--- src/rtl/fifo_pkt_pkg.sv ---
// Shared types and constants for the FIFO packet writer.
// Framing: SYNC byte, payload bytes MSB-first, then an XOR checksum of the payload.
package fifo_pkt_pkg;

  localparam int BYTE_W = 8;
  localparam int WORD_W = 32;

  localparam logic [BYTE_W-1:0] SYNC_BYTE_DEF = 8'hA5;

  typedef enum logic [2:0] {
    ST_IDLE = 3'd0,
    ST_SYNC = 3'd1,
    ST_LOAD = 3'd2,
    ST_DATA = 3'd3,
    ST_CSUM = 3'd4
  } state_t;

  // A byte count of 0 on the last word means a full word.
  function automatic logic [2:0] byte_count(input logic last, input logic [1:0] bytes);
    if (!last || bytes == 2'd0) return 3'd4;
    return {1'b0, bytes};
  endfunction

endpackage

--- src/rtl/fifo_wr_serializer.sv ---
// 32->8 shift register for one source word, tracking byte index and word length.
module fifo_wr_serializer
  import fifo_pkt_pkg::*;
(
  input  logic              Reset_n,
  input  logic              wr_clk,
  input  logic              load,
  input  logic              shift,
  input  logic [WORD_W-1:0] load_data,
  input  logic              load_last,
  input  logic [1:0]        load_bytes,
  output logic [BYTE_W-1:0] byte_out,
  output logic              last_byte,
  output logic              last_q
);

  logic [WORD_W-1:0] shreg;
  logic [1:0]        idx;
  logic [2:0]        nb;

  always_ff @(posedge wr_clk or negedge Reset_n) begin
    if (!Reset_n) begin
      shreg  <= '0;
      idx    <= '0;
      nb     <= 3'd4;
      last_q <= 1'b0;
    end else if (load) begin
      shreg  <= load_data;
      idx    <= 2'd0;
      nb     <= byte_count(load_last, load_bytes);
      last_q <= load_last;
    end else if (shift) begin
      shreg <= {shreg[WORD_W-BYTE_W-1:0], {BYTE_W{1'b0}}};
      idx   <= idx + 2'd1;
    end
  end

  assign byte_out  = shreg[WORD_W-1 -: BYTE_W];
  assign last_byte = ({1'b0, idx} == (nb - 3'd1));

endmodule

--- src/rtl/fifo_pkt_writer.sv ---
// Frames source words into SYNC/payload/checksum bytes and pushes them into the async FIFO.
//   state | meaning
//   IDLE  | waiting for a source word and FIFO room to start a packet
//   SYNC  | emitting the header byte
//   LOAD  | accepting the next source word (no push)
//   DATA  | emitting payload bytes MSB-first
//   CSUM  | emitting the XOR checksum, then counting the packet
module fifo_pkt_writer
  import fifo_pkt_pkg::*;
#(
  parameter logic [7:0] SYNC_BYTE = SYNC_BYTE_DEF,
  parameter bit         HALF_GATE = 1'b1
) (
  input  logic        Reset_n,
  input  logic        wr_clk,
  input  logic        in_valid,
  output logic        in_ready,
  input  logic [31:0] in_data,
  input  logic        in_last,
  input  logic [1:0]  in_bytes,
  output logic        wr_enable,
  output logic [7:0]  wr_data,
  input  logic        wr_full,
  input  logic        wr_half,
  output logic        busy,
  output logic        pkt_done,
  output logic [15:0] pkt_cnt
);

  state_t      state, state_nxt;
  logic [7:0]  csum;
  logic        emitting;
  logic        push;
  logic        csum_clr;
  logic        ser_load;
  logic        ser_shift;
  logic [7:0]  ser_byte;
  logic        ser_last_byte;
  logic        ser_last_q;
  logic        start_ok;

  fifo_wr_serializer u_ser (
    .Reset_n    (Reset_n),
    .wr_clk     (wr_clk),
    .load       (ser_load),
    .shift      (ser_shift),
    .load_data  (in_data),
    .load_last  (in_last),
    .load_bytes (in_bytes),
    .byte_out   (ser_byte),
    .last_byte  (ser_last_byte),
    .last_q     (ser_last_q)
  );

  // wr_half only matters when deciding to open a new packet.
  assign start_ok = in_valid && (!wr_half || !HALF_GATE) && !wr_full;

  always_ff @(posedge wr_clk or negedge Reset_n) begin
    if (!Reset_n) state <= ST_IDLE;
    else          state <= state_nxt;
  end

  always_comb begin
    state_nxt = state;
    emitting  = 1'b0;
    wr_data   = 8'h00;
    in_ready  = 1'b0;
    ser_load  = 1'b0;
    ser_shift = 1'b0;
    csum_clr  = 1'b0;
    case (state)
      ST_IDLE: begin
        if (start_ok) begin
          state_nxt = ST_SYNC;
          csum_clr  = 1'b1;
        end
      end
      ST_SYNC: begin
        emitting = 1'b1;
        wr_data  = SYNC_BYTE;
        if (!wr_full) state_nxt = ST_LOAD;
      end
      ST_LOAD: begin
        in_ready = 1'b1;
        if (in_valid) begin
          ser_load  = 1'b1;
          state_nxt = ST_DATA;
        end
      end
      ST_DATA: begin
        emitting = 1'b1;
        wr_data  = ser_byte;
        if (!wr_full) begin
          ser_shift = 1'b1;
          if (ser_last_byte) state_nxt = ser_last_q ? ST_CSUM : ST_LOAD;
        end
      end
      ST_CSUM: begin
        emitting = 1'b1;
        wr_data  = csum;
        if (!wr_full) state_nxt = ST_IDLE;
      end
      default: state_nxt = ST_IDLE;
    endcase
  end

  assign push      = emitting && !wr_full;
  assign wr_enable = push;
  assign busy      = (state != ST_IDLE);

  always_ff @(posedge wr_clk or negedge Reset_n) begin
    if (!Reset_n) begin
      csum     <= 8'h00;
      pkt_done <= 1'b0;
      pkt_cnt  <= 16'h0000;
    end else begin
      pkt_done <= (state == ST_CSUM) && push;
      if (csum_clr)
        csum <= 8'h00;
      else if ((state == ST_DATA) && push)
        csum <= csum ^ ser_byte;
      if ((state == ST_CSUM) && push)
        pkt_cnt <= pkt_cnt + 16'd1;
    end
  end

endmodule

--- config.mk ---
export PLATFORM = sky130hd
export DESIGN_NAME = fifo_pkt_writer
export DESIGN_NICKNAME = d
export VERILOG_FILES = /design/src/rtl/fifo_pkt_pkg.sv /design/src/rtl/fifo_wr_serializer.sv /design/src/rtl/fifo_pkt_writer.sv
export SDC_FILE = /design/constraint.sdc
export NUM_CORES = 1
export LEC_CHECK = 0
export CAP_MARGIN = 40
export CORE_AREA = 2 2 102 104
export DETAILED_ROUTE_END_ITERATION = 7
export DIE_AREA = 0 0 104 106
export GPL_TIMING_DRIVEN = 0
export SYNTH_ARGS = -nofsm -noshare
export SYNTH_HDL_FRONTEND = slang
export SYNTH_SLANG_ARGS = --single-unit
--- constraint.sdc ---
create_clock -name wr_clk -period 1.55 [get_ports wr_clk]
set_clock_uncertainty 0.1 [all_clocks]
set_input_delay 0.31 -clock wr_clk [delete_from_list [all_inputs] [get_ports wr_clk]]
set_output_delay 0.31 -clock wr_clk [all_outputs]
set_load 0.01 [all_outputs]
==> metrics.md, run 1 <==
| Metric | Value |
|---|---|
| Commonest cells after routing, fill and taps aside | sky130_fd_sc_hd__dfrtp_1, sky130_fd_sc_hd__nand2_1, sky130_fd_sc_hd__clkdlybuf4s50_1 |
| Register-to-register path setup slack | -0.25 ns |
| Top-Level Pins | 68 |
| Share of post-route cells with drive strength above 1 | 0.355 |
| Cell area after technology mapping | between 3000 and 4000 um^2 |
| Total Die Area | around 11000 um^2 |
| Total Power | 7.49 mW |
| Most repeated library cell on the critical path | sky130_fd_sc_hd__buf_6 |
| Clock transition at the registers of the reported paths | 0.08 ns |
| Vias in the first global route | 2762 |
| Final Setup Violations | 73 |
| Reg-to-reg critical path startpoint | state[0]$_DFFE_PN0P_ |
| Most common cell after layout, fill and taps aside | sky130_fd_sc_hd__dfrtp_1 |
| Slowest library cell on the worst path | sky130_fd_sc_hd__dfrtp_1 |
| Syn Nets | between 300 and 400 |
| Post-Route Utilization | 0.509 |
| Detailed-route wire length | 8.96 mm |
| Max Clock Freq | ~500 MHz |
| Post-layout nets | between 400 and 500 |
| Source-to-sink clock delay at the later pin of the worst-skew pair | 0.36 ns |
| Weighted congestion reported at the end of routability-driven placement | 0.801 |
| Cell chain of the critical path | buf_6 > inv_4 > nor2_4 > buf_6 > a21oi_1 > o21ai_1 > buf_2 |
| Total of warnings raised by yosys | 0 |
| Final critical delay including setup and external delays | 2.01 ns |
| Maximum count of clock buffers along a single path | 2 |
| Global-route total usage across every layer | 0.164 |
| Via count normalized by instance count | about 4.8 |
| Number of placed instances, taps included | 493 |
| Synth Register Bits | 66 |
| Final Slew Violations | 0 |
| Row count | 37 |
| Setup total negative slack | -13.43 ns |
| Depth of the CTS H-tree | 3 |
| Die outline width | 104 um |
| Headroom to the max-slew limit | 0.429 |
| Number of search-and-repair iterations in the first detailed-routing pass | 4 |
| Critical path peak fanout | 6 |
| Instance area after placement | 3930 um^2 |
| Worst slack after detailed placement | -0.724 ns |
| Core ar. | 10000 um^2 |
| Power density relative to cell area | between 1000 and 1500 nW/um^2 |
| Number of cells in the finished layout apart from fillers | approximately 560 |
| Highest cell delay on the worst timing path | 0.37 ns |
| Main flop type after synthesis | sky130_fd_sc_hd__dfrtp_1 |
| First-pass GRT wire length | 14.2 mm |
| Violations in the final reports | setup timing |
| Starting Density | 0.309 |
| Initial antenna violation count | 0 |
| Number of buffers added on ports | 66 |
| Via count | 2668 |
| Largest vdd supply drop | 714 uV |
| TritonCTS clock tree | yes |
| Number of antenna repair diodes | 0 |
| Tightest Hold Check Type | in2reg |
| Average cell area after synthesis | 10.6 um^2 |
| Final design area excluding fillers | between 5000 and 6000 um^2 |
| Master cell of the clock root buffer | sky130_fd_sc_hd__clkbuf_8 |
| Kind of critical path | reg2out |
| Minimum setup slack in the final design | -0.457 ns |
| Average wire per cell in the routed design | 16.1 um |
| Remaining DRCs | 0 |
| Number of flops mapped to enable cells by yosys | 0 |
| Share of flip-flops with an asynchronous set or reset after synthesis | 1.00 |
| Fraction of the yosys area taken by sequential cells | 0.535 |
| Die span in y | 106 um |
| Maximum number of pins on one net before global-route repair | 67 |
| Area growth from synthesis to layout | 64.9% |
| Crit end category | output port |
| Total overflow reported by the global router | 0 |
| Start point of the critical path | state[0]$_DFFE_PN0P_ |
| Gate count of the mapped netlist | 291 |
| Sort of element at the start of the critical path | flip-flop |
| Least-Margin Pin Slew | 0.857 ns |
| Half-perimeter wire length after detailed placement | between 5 and 6 mm |
| Count of routing violations after the opening detailed-route iteration | 112 |
| RSZ-0062 raised after global routing | yes |
| Data required time at the worst endpoint | 1.14 ns |
| Final period util | 1.29 |
| Static leakage power | ~2.4 nW |
| Post-synthesis cell type count | 38 |
| Maximum capacitance violations | 0 |
| Hold path start | wr_full |
| Result of the run | finished with violations |
| Clock sink count | 66 |
| Post-route worst hold slack | between 0.2 and 0.25 ns |
| Crit path arrival time | 1.60 ns |
| Post-route antenna net violation count | 0 |
| Clock buffer count from CTS | 9 |
| Hold Violations, Final | 0 |
## cells in the mapped netlist (2+ instances only)
library cell               instances  area share
sky130_fd_sc_hd__mux2i_1          19       0.062
sky130_fd_sc_hd__nor2_1           22       0.027
sky130_fd_sc_hd__o21ai_0           7       0.011
sky130_fd_sc_hd__nor2b_1           3      0.0061
sky130_fd_sc_hd__nand3_1           5      0.0081
sky130_fd_sc_hd__a22o_1           12       0.034
sky130_fd_sc_hd__xor2_1           18       0.051
sky130_fd_sc_hd__xnor2_1          10       0.028
sky130_fd_sc_hd__a22oi_1           5       0.012
sky130_fd_sc_hd__and3_1            3      0.0061
sky130_fd_sc_hd__inv_1             4      0.0049
sky130_fd_sc_hd__buf_4             3      0.0073
sky130_fd_sc_hd__nand4_1           6       0.012
sky130_fd_sc_hd__mux2_2            2      0.0073
sky130_fd_sc_hd__buf_2             7       0.011
sky130_fd_sc_hd__o21ai_1          19       0.031
sky130_fd_sc_hd__nand2_1          51       0.062
sky130_fd_sc_hd__clkbuf_1          4      0.0049
sky130_fd_sc_hd__a21oi_1           4      0.0065
sky130_fd_sc_hd__nor2_2            2      0.0041
sky130_fd_sc_hd__dfrtp_1          65        0.53
sky130_fd_sc_hd__and4_1            2      0.0057
sky130_fd_sc_hd__ha_1              2      0.0081
sky130_fd_sc_hd__buf_6             2      0.0073
## power by group
part | internal (mW) | switching (mW)
Combinational | 1.76 | 1.39
Clock | 0.952 | 0.720
Sequential | 2.27 | 0.397
## area by class of cell
type                    count  area (um^2)
plain buffers              16          240
clock buffers              10          138
clock inverters             6         90.1
fillers                   901         4910
inverters                   4         17.5
multi-input cells         205         1580
flip-flops and latches     66         1660
well taps                 136          170
repair buffers            113         1190
## kinds of logic after synthesis
kind of cell | Yosys count | share of synthesized area
adders and majority gates | 2 | 0.00811
DFF | 66 | 0.535
AOI/OAI and AO/OA | 52 | 0.107
muxes | 21 | 0.0689
buffers and inverters | 20 | 0.0357
and+or+nand+nor | 102 | 0.165
xor gates and xnor gates | 28 | 0.0794
## worst max-delay path, delay by kind of cell, from the launching register on
kind	cells	cell delay, ns
buffers and inverters	4	0.50
DFF	1	0.37
AOI/OAI and AO/OA	2	0.20
and+or+nand+nor	1	0.18
## final timing paths
path                                            to  cells after the start
max                                     wr_data[2]                      7
min in group asynchronous   pkt_cnt[1]$_DFFE_PN0P_                      2
max reg2reg                 pkt_cnt[1]$_DFFE_PN0P_                      7
max in group asynchronous     state[1]$_DFFE_PN0P_                      2
min                           state[2]$_DFFE_PN0P_                      3
min reg2reg                pkt_cnt[15]$_DFFE_PN0P_                      1
## timing repair
| item | in CTS | in global routing |
|---|---|---|
| setup endpoints to repair | 86 | 77 |
| hold endpoints to repair | 30 | 0 |
| pin swaps | 40 | 26 |
| gates resized for setup | 149 | 50 |
| hold buffers | 1 | 0 |
| setup buffers | 33 | 4 |
| gates cloned | 7 | 4 |
## sequential cells by signal, indices dropped and copies added, names as in the netlist
register	cells
u_ser.last_q	1
u_ser.idx	2
pkt_cnt	16
pkt_done	1
csum	8
u_ser.shreg	32
state	3
u_ser.nb	3
## per-layer routing
layer | global-route usage | share of wire
met1 | 0.197 | 0.43
met2 | 0.281 | 0.51
met3 | 0.0558 | 0.043
met4 | 0.0473 | 0.017
met5 | 0 | 0
(Power assumes the default switching activity.)
==> inputs of run 2 (changes only) <==
- clock period: 1.55 -> 2.05 ns (I/O delays scaled with it)
==> run 2 against run 1 <==
Compared with the run above: the flow still finishes with violations (setup timing); utilization down 7.9 points; sequential power shrank 25%; worst setup slack better by 0.39 ns; non-clock buffer count fell by 30; cell count is 5.4% lower; sequential share of layout area is 6.0 points higher; global-route usage fell by 2.0 points; total power shrank 37%; count of clock-buffer cells in the layout did not move; combinational power fell by 50%; flip-flop and latch count stayed put.
==> metrics.md, run 2 (same netlist as run 1, synthesis figures left out) <==
| Metric | Value |
|---|---|
| Violations in the final reports | setup timing |
| Worst-case reg-to-reg path depth | 6 |
| Worst slack after detailed placement | -0.465 ns |
| Post-Route Utilization | 0.429 |
| Least-Margin Pin Slew | 0.391 ns |
| Kind of critical path | reg2out |
| Vias in the first global route | 2530 |
| First-pass GRT wire length | roughly 13 mm |
| Depth of the CTS H-tree | 3 |
| Die outline width | 104 um |
| Global-route total usage across every layer | 0.144 |
| Clock transition at the registers of the reported paths | 0.07 ns |
| Static leakage power | 1.97 nW |
| Register-to-register path setup slack | 0.13 ns |
| Final Setup Violations | 4 |
| Die span in y | 106 um |
| Clock sink count | 66 |
| Sort of element at the start of the critical path | flip-flop |
| Total Die Area | 11000 um^2 |
| Commonest cells after routing, fill and taps aside | sky130_fd_sc_hd__dfrtp_1, sky130_fd_sc_hd__clkdlybuf4s50_1, sky130_fd_sc_hd__nand2_1 |
| Weighted congestion reported at the end of routability-driven placement | 0.802 |
| Reg-to-reg critical path startpoint | state[2]$_DFFE_PN0P_ |
| Clock buffer count from CTS | 9 |
| Hold Violations, Final | 0 |
| Maximum number of pins on one net before global-route repair | 55 |
| Via count normalized by instance count | 4.61 |
| End of the worst register-to-register path | u_ser.last_q$_DFFE_PN0P_ |
| Critical path peak fanout | 6 |
| Largest registers ranked by flip-flop count | u_ser.shreg: 32 flops, pkt_cnt: 16 flops, csum: 8 flops |
| Crit end category | output port |
| Power density relative to cell area | 1090 nW/um^2 |
| Row count | 37 |
| Max Clock Freq | 473 MHz |
| Maximum capacitance violations | 0 |
| Via count | 2426 |
| Post-route worst hold slack | between 0.3 and 0.4 ns |
| Master cell of the clock root buffer | sky130_fd_sc_hd__clkbuf_8 |
| Area growth from synthesis to layout | 39.1% |
| Average wire per cell in the routed design | 14.4 um |
| Data required time at the worst endpoint | roughly 1.5 ns |
| Final Slew Violations | 0 |
| Hold path start | wr_full |
| Count of routing violations after the opening detailed-route iteration | 79 |
| Maximum count of clock buffers along a single path | 2 |
| Headroom to the max-slew limit | 0.739 |
| Number of search-and-repair iterations in the first detailed-routing pass | 4 |
| Final critical delay including setup and external delays | 2.11 ns |
| Number of instances on the worst hold path | 3 |
| Source-to-sink clock delay at the later pin of the worst-skew pair | 0.35 ns |
| Endpoint with the worst hold slack | state[2]$_DFFE_PN0P_ |
| Post-route antenna net violation count | 0 |
| Number of antenna repair diodes | 0 |
| Detailed-route wire length | between 7 and 8 mm |
| Total Power | 4.69 mW |
| Initial antenna violation count | 0 |
| Fill cell count | between 1000 and 1500 |
| TritonCTS clock tree | yes |
| Result of the run | finished with violations |
| Start point of the critical path | state[0]$_DFFE_PN0P_ |
| Crit path arrival time | 1.60 ns |
| Tightest Hold Check Type | in2reg |
| Starting Density | 0.309 |
| Number of flip-flops under the largest register name | 32 |
| Core ar. | 10000 um^2 |
| Minimum setup slack in the final design | -0.0622 ns |
| Total overflow reported by the global router | 0 |
| Remaining DRCs | 0 |
| Most common cell after layout, fill and taps aside | sky130_fd_sc_hd__dfrtp_1 |
| RSZ-0062 raised after global routing | yes |
| Top-Level Pins | between 60 and 70 |
| Share of post-route cells with drive strength above 1 | 0.195 |
| Number of buffers added on ports | 66 |
| Register name with the most flops | u_ser.shreg |
| Half-perimeter wire length after detailed placement | roughly 5.3 mm |
| Largest vdd supply drop | 521 uV |
| Post-layout nets | 427 |
| Final period util | 1.03 |
-- run 2: changes by cell type in the layout (fill, tap and decap cells not counted), moves of 6 or more --
cell / previous run / this run
sky130_fd_sc_hd__buf_12: 9 / 1
sky130_fd_sc_hd__buf_6: 21 / 4
sky130_fd_sc_hd__buf_8: 6 / 0
sky130_fd_sc_hd__clkdlybuf4s50_1: 37 / 54
sky130_fd_sc_hd__dlygate4sd2_1: 16 / 0
sky130_fd_sc_hd__nand2_1: 39 / 51
sky130_fd_sc_hd__nand2_2: 11 / 0
sky130_fd_sc_hd__o21ai_2: 7 / 0
-- run 2: power by group --
part,switching [mW],internal (mW)
clock,0.524,0.596
sequential,0.270,1.72
combinational,0.819,0.766
-- run 2: worst max-delay path, stage by stage, from the launching register on --
cell and delay [ns]:
sky130_fd_sc_hd__dfrtp_1 0.37, sky130_fd_sc_hd__buf_6 0.13, sky130_fd_sc_hd__nor3b_4 0.29, sky130_fd_sc_hd__a22o_1 0.22
sky130_fd_sc_hd__clkdlybuf4s15_1 0.24
-- run 2: routing by layer --
layer,track usage,part of all wire,vias to the layer above
li1,-,-,1189
met2,0.234,0.47,76
met1,0.191,0.47,1153
met3,0.0435,0.050,8
met4,0.0328,0.0079,0
met5,0,0,-
-- run 2: what timing repair did --
item                       in CTS  in global routing
hold buffers                    1                  0
gates resized for setup        55                 15
setup endpoints to repair      12                 39
hold endpoints to repair       12                  0
setup buffers                  11                  5
pin swaps                       6                  8
-- run 2: stage by stage --
step           setup TNS, ns  area [um^2]  std cells
6_report              -0.208         4290        526
5_1_grt               -0.848         4290        526
3_5_place_dp          -11.57         3940        494
2_1_floorplan              0         3090        291
3_3_place_gp         -126.88         3920        493
4_1_cts               -0.463         4240        521
-- run 2: worst max path at each step --
stage                                       endpoint  slack (ns)  cells past startpoint
after floorplan                           wr_data[0]        0.34                      5
after global placement    u_ser.shreg[1]$_DFFE_PN0P_       -1.79                      1
after detailed placement                  wr_data[6]       -0.46                      5
after CTS                                 wr_data[6]       -0.12                      5
after global routing                      wr_data[6]       -0.14                      4
final                                     wr_data[6]       -0.06                      4
-- run 2: area by class of cell --
type	instances	area (um^2)	area share
sequential	66	1650	0.385
multi-input combinational	205	1360	0.317
timing repair buffer	83	778	0.181
tap	136	170	0.0396
clock buffer	10	138	0.0321
buffer	16	114	0.0265
clock inverter	6	65.1	0.0152
inverter	4	15.0	0.00350
